==> src/rtl/logic_unit_pipe.sv <==
// Bitwise logic unit with a 2-entry in-order result FIFO and one-cycle latency.
// Optional macro LOGIC_NOR_EN: op 3 computes ~(A | B); otherwise op 3 aliases A & B.
module logic_unit_pipe #(
    parameter int unsigned WIDTH = 32
) (
    input  logic             clk,
    input  logic             reset,
    input  logic             req_valid,
    output logic             req_ready,
    input  logic [1:0]       req_op,
    input  logic [WIDTH-1:0] req_a,
    input  logic [WIDTH-1:0] req_b,
    output logic             rsp_valid,
    input  logic             rsp_ready,
    output logic [WIDTH-1:0] rsp_result,
    output logic             rsp_zero,
    output logic [1:0]       level
);

    logic [WIDTH-1:0] mem_data [0:1];
    logic [1:0]       mem_zero;
    logic             wr_ptr;
    logic             rd_ptr;
    logic [1:0]       count;
    logic [WIDTH-1:0] op_result;
    logic             push;
    logic             pop;

    always_comb begin
        op_result = '0;
        case (req_op)
            2'd0:    op_result = req_a & req_b;
            2'd1:    op_result = req_a | req_b;
            2'd2:    op_result = req_a ^ req_b;
`ifdef LOGIC_NOR_EN
            default: op_result = ~(req_a | req_b);
`else
            default: op_result = req_a & req_b;
`endif
        endcase
    end

    assign req_ready  = (count != 2'd2);
    assign rsp_valid  = (count != 2'd0);
    assign level      = count;
    assign push       = req_valid && req_ready;
    assign pop        = rsp_valid && rsp_ready;
    assign rsp_result = mem_data[rd_ptr];
    assign rsp_zero   = mem_zero[rd_ptr];

    // Zero flag is stored alongside each entry so the output never sees the adder-free compare path.
    always_ff @(posedge clk or posedge reset) begin
        if (reset) begin
            count       <= '0;
            wr_ptr      <= 1'b0;
            rd_ptr      <= 1'b0;
            mem_data[0] <= '0;
            mem_data[1] <= '0;
            mem_zero    <= '1;
        end else begin
            if (push) begin
                mem_data[wr_ptr] <= op_result;
                mem_zero[wr_ptr] <= (op_result == '0);
                wr_ptr           <= ~wr_ptr;
            end
            if (pop) begin
                rd_ptr <= ~rd_ptr;
            end
            case ({push, pop})
                2'b10:   count <= count + 2'd1;
                2'b01:   count <= count - 2'd1;
                default: count <= count;
            endcase
        end
    end

endmodule

==> config.mk <==
export PLATFORM = sky130hd
export DESIGN_NAME = logic_unit_pipe
export DESIGN_NICKNAME = d
export VERILOG_FILES = /design/src/rtl/logic_unit_pipe.sv
export SDC_FILE = /design/constraint.sdc
export NUM_CORES = 1
export LEC_CHECK = 0
export BUFFER_PORTS_ARGS = -buffer_cell sky130_fd_sc_hd__buf_2
export CAP_MARGIN = 20
export CORE_MARGIN = 1
export CORE_UTILIZATION = 55
export CTS_CLUSTER_DIAMETER = 40
export DETAILED_ROUTE_END_ITERATION = 10
export HOLD_SLACK_MARGIN = 0.1
export PLACE_DENSITY = 0.89
export SLEW_MARGIN = 20
export SYNTH_ARGS = -nofsm -noshare
export SYNTH_HDL_FRONTEND = slang
export SYNTH_SLANG_ARGS = --single-unit
==> constraint.sdc <==
create_clock -name clk -period 5.2 [get_ports clk]
set_input_delay 0 -clock clk [delete_from_list [all_inputs] [get_ports clk]]
set_output_delay 0 -clock clk [all_outputs]
set_load 0.02 [all_outputs]
# --- After elaboration in Yosys (flattened, before gate mapping) ---
# Index checks and enable logic that the tools add are counted.
totals:
  wordCells: 46
  output_inout_bits: 37
  ff_bits: 70
  inputBits: 70
op_classes:
  addsub: 2
  n_eq_ne: 5
  muxes: 13
  n_reduce_logical: 7
  order_cmp: 6
  bitwise_logic: 7
ops:
  columns: ["cell", "n"]
  rows:
  - ["$mux W32", 4]
  - ["$bwmux W64", 1]
  - ["$pmux W32 S2", 1]
  - ["$and A32 B32 Y32", 1]
  - ["$demux W32 S1", 1]
  - ["$logic_not A32 Y1", 1]
  - ["$or A32 B32 Y32", 1]
  - ["$xor A32 B32 Y32", 1]
  - ["$eq A2 B1 Y1 const B", 2]
  - ["$eq A2 B2 Y1 const B", 2]
  - ["$ge A2 B2 Y1 const B", 2]
  - ["$logic_and A1 B1 Y1", 4]
  - ["$lt A1 B2 Y1 const B", 2]
  - ["$not A1 Y2", 2]
  - ["$pmux W2 S2", 1]
  - ["$reduce_bool A2 Y1", 2]
  - ["$mux W1", 3]
  - ["$add A2 B1 Y2 const B", 1]
  - ["$bwmux W2", 1]
  - ["$lt A2 B1 Y1 const B", 1]
  - ["$ne A2 B2 Y1 const B", 1]
  - ["$not A1 Y1", 2]
  - ["$sub A2 B1 Y2 const B", 1]
  - ["$demux W1 S1", 1]
  - ["$ge A1 B1 Y1 const B", 1]

# --- Logic depth before layout (Yosys ltp) ---
logic_depth:
  ltp_word: 6
  ltp_mapped: 8
  depth_no_buf: 7

# --- Worst setup path after synthesis ---
# Ideal clock, no wire load.
synth_path:
  kind: "register to register"
  startpoint: "register count[0], in the netlist level[0]"
  endpoint: "register mem_data[42] (netlist bit)"
  n_path_buf: 1
  path_stages_with_launch: 6
  arrival_ns: 1.698
  period_less_slack_ns: 1.823
  t_required_ns: 5.075
  slack_ns: 3.377
  setup_ns: 0.125
  cell_sequence: "dfrtp_1 -> nand2b_1 -> nand2_1 -> nor2_2 -> buf_4 -> mux2_2"
synth_between:
  elab_chain_cells: 2
synth_rtl:
  columns: ["element", "line", "text"]
  rows:
  - ["start, declared", "24", "logic [1:0] count;"]
  - ["start signal, assigned", "70", "2'b10: count <= count + 2'd1;"]
  - ["start signal, assigned", "71", "2'b01: count <= count - 2'd1;"]
  - ["start signal, assigned", "72", "default: count <= count;"]
  - ["$ne A2 B2 Y1", "43", "assign req_ready = (count != 2'd2);"]
  - ["net req_ready", "9", "output logic req_ready,"]
  - ["$logic_and A1 B1 Y1", "46", "assign push = req_valid && req_ready;"]
  - ["end signal, assigned by index", "62", "mem_data[wr_ptr] <= op_result;"]
  - ["end, declared", "20", "logic [WIDTH-1:0] mem_data [0:1];"]
# The timed path passes the listed nets, and every way through them passes these cells.
# A chain may end at the register's enable or synchronous reset.

# --- Worst setup path after layout ---
layout_path:
  startpoint: "input req_op[0]"
  endpoint: "register mem_zero[1]"
layout_between:
  elab_chain_cells: 4
  elab_cells_between_ends: 5
  classes_between: "eq/ne: 2; mux: 2; reduce/logical: 1"
layout_rtl:
  columns: ["element", "line", "text"]
  rows:
  - ["start, declared", "10", "input logic [1:0] req_op,"]
  - ["$eq A2 B2 Y1 / $eq A2 B1 Y1 (equally long branches)", "31", "case (req_op)"]
  - ["$pmux W32 S2 *", "31", null]
  - ["$logic_not A32 Y1 *", "63", "mem_zero[wr_ptr] <= (op_result == '0);"]
  - ["$bwmux W2 *", "63", null]
  - ["end signal, assigned by index", "63", null]
  - ["end, declared", "21", "logic [1:0] mem_zero;"]
# Every way passes the cells marked *; elsewhere a longest branch is shown, timed or not.

==> flow_summary.yaml <==
layout:
  syn2layout_area_growth_pct: 16.3
  fillers: 646
  fin_util_pct: 66.3
  seqCellArea_um2: 1750
  fin_nets: 719
  antenna_cells: 0
  drive_gt1_share_pct: 38.9
  multi_input_area_um2: 2850
synthesis:
  ys.warnings.count: 0
  synth_top_area_cell: "dfrtp_1"
  synth_cells: 478
  synth-main-ff-cell: "dfrtp_1"
  synthSimpleGateAreaFrac_pct: 12.9
  synth-edff-count: 0
  netlist_area_um2: 4970
  synthMuxAreaShare_pct: 22.0
  synth.top_cells.by_count: "95 x mux2_2, 68 x dfrtp_1, 67 x ha_1, 67 x inv_1, 34 x nand2_1"
  yosysMostFrequentCell: "mux2_2"
  netlist.area_leader.share_pct: 34.2
  ys_types: 29
  synth.top_cells.by_area: "dfrtp_1 34%, mux2_2 22%, ha_1 17%"
  synth-compound-area-share_pct: 4.61
  yosysSeqAreaShare_pct: 35.3
  synth_xor_area_share_pct: 0.881
  avgSynthCellArea_um2: 10.4
  synthArstFlopShare_pct: 100
  syn-num-nets: 615
  synth_top_family_by_area: "multiplexers"
  synthAdderAreaFrac_pct: 16.9
  synth_seq_cells: 70
sta:
  grt_setup_unrepaired: "no"
  holdWs_ps: 372
  max_freq_ghz: 0.421
  tightest_slew_ps: 1040
  timing.final.crit_share_pct: 45.7
  hold_viol: 0
  slew_viol_final: 0
  min_period_ps: 2370
  timing.slew.headroom_pct: 30.5
  skew_ps: 8.31
  setup_violations: 0
  tns_ps: 0
setup_path:
  worstSetupStartpointType: "input port"
  end_kind: "register"
  r2r-end: "mem_data[61]$_DFFE_PP0P_"
  rrSetupSlack_ps: 3410
  worstPathArrival_ps: 2640
  crit_type: "input port to register"
  critical_path_peak_fanout: 33
  reg2reg_depth: 5
  r2r-start: "level[0]$_DFFE_PP0P_"
  worstPathRequired_ps: 5470
cts:
  clockBufferDepth: 2
  cts.sinks: 70
  post_cts_resized: 0
  clk_latency_ps: 350
  clk_pin_slew_ps: 70
  htreeDepth: 3
  cts_made_buffers: 9
  cts_tree: "done"
  cts_root_buffer: "clkbuf_8"
floorplan:
  die-area_um2: 9420
  start_util_pct: 57.0
  io_pins: 107
  chipHeight_um: 97.1
  fp-row-count: 34
  die_w_um: 97.1
  core_um2: 8720
worst_hold_path:
  holdPathStages: 5
  min_path_type: "input port to register"
  hold_start: "req_b[25]"
  hold_end: "mem_data[25]$_DFFE_PP0P_"
routing:
  drc: 0
  vias: 3827
  first_iter_violations: 145
  ant_nets: 0
  first_pass_iters: 4
  via_per_inst: 5.51
  drt-total-wl_mm: 11.7
  routedWlPerCell_um: 16.9
job:
  drv_cap: 0
placement:
  io_buffer_count: 106
  gp_congestion: 0.871
  dp.final_hpwl_mm: 8.65
power:
  p_leak_uw: 0.00300
  vdd.ir_drop.worst_mv: 0.179
  powerDensity_nw_per_um2: 482
grt:
  grt_pass1_vias: 4026
  groute.usage.overall_pct: 25.8
  gr-total-overflow: 0
  antenna_found_initial: 0
  grt_pass1_wl_mm: 19.4
  grt_max_degree: 71
outcome:
  outcome: "completed"
cell families (layout without fill, tap and decap cells):
| logic type | Yosys count | count (layout) |
|---|---|---|
| xor gates and xnor gates | 5 | 5 |
| DFF | 70 | 70 |
| and+or+nand+nor | 114 | 114 |
| muxes | 97 | 97 |
| AOI/OAI and AO/OA | 35 | 35 |
| buffers and inverters | 90 | 198 |
| adders and majority gates | 67 | 67 |
through the flow:
stage	std cells	instance area (um^2)	worst slack (ps)	power [uW]
finish	694	5780	2830	2790
global route	694	5780	2740	2940
floorplan	478	4970	3380	1960
global placement	675	5560	2750	2330
CTS	694	5780	2920	2790
detailed placement	676	5570	2560	2390
worst max-delay path: stages:
cell,delay [ps]
buf_2,90
inv_1,40
ha_1,260
buf_4,290
clkinv_1,890
a31oi_1,650
nor4_1,120
nand4_1,190
o31ai_1,100
where the power goes:
part           leakage, uW  internal, uW  switching (uW)  total, uW
sequential        0.000850           808             141        949
clock            0.0000845           196             203        399
combinational      0.00207           675             763       1440
how the worst max path moves through the flow:
stage,to,from
floorplan,mem_data[42]$_DFFE_PP0P_,level[0]$_DFFE_PP0P_
global placement,mem_zero[1]$_DFFE_PP1P_,req_op[0]
detailed placement,mem_zero[1]$_DFFE_PP1P_,req_op[0]
CTS,mem_zero[1]$_DFFE_PP1P_,req_op[0]
global route,mem_zero[1]$_DFFE_PP1P_,req_op[0]
finish,mem_zero[1]$_DFFE_PP1P_,req_op[0]
cell usage in the layout, fill, tap and decap left out, drive strengths merged, types with 3 or more instances in the layout:
cell / n
ha: 67
a31oi: 32
clkbuf: 12
nand2b: 25
nand2: 34
buf: 112
nor2b: 26
or2b: 8
xnor2: 3
and2b: 6
dlygate4sd3: 3
nor4: 8
inv: 67
mux2: 97
dfrtp: 68
final cells by class:
class | count | share of cell area [%]
Timing Repair Buffer | 115 | 10.6
Sequential cell | 70 | 30.3
Clock inverter | 3 | 0.346
Clock buffer | 12 | 2.68
Inverter | 68 | 4.42
Tap cell | 108 | 2.34
Multi-Input combinational cell | 318 | 49.3
routing by layer:
layer | GRT usage (%) | routed length, um
met5 | 0 | 0
met4 | 9.76 | 221
met3 | 4.89 | 738
met2 | 41.8 | 5640
met1 | 34.4 | 5130
sequential cells by signal (all words and copies together), names as in the netlist:
register  count
wr_ptr        1
mem_data     64
rd_ptr        1
mem_zero      2
level         2
repair_timing:
item                                   4_1_cts  5_1_grt
endpoints found under the hold margin       71        0
buffers inserted                             0        0
hold buffers                                 3        0
(Power assumes the default switching activity.)
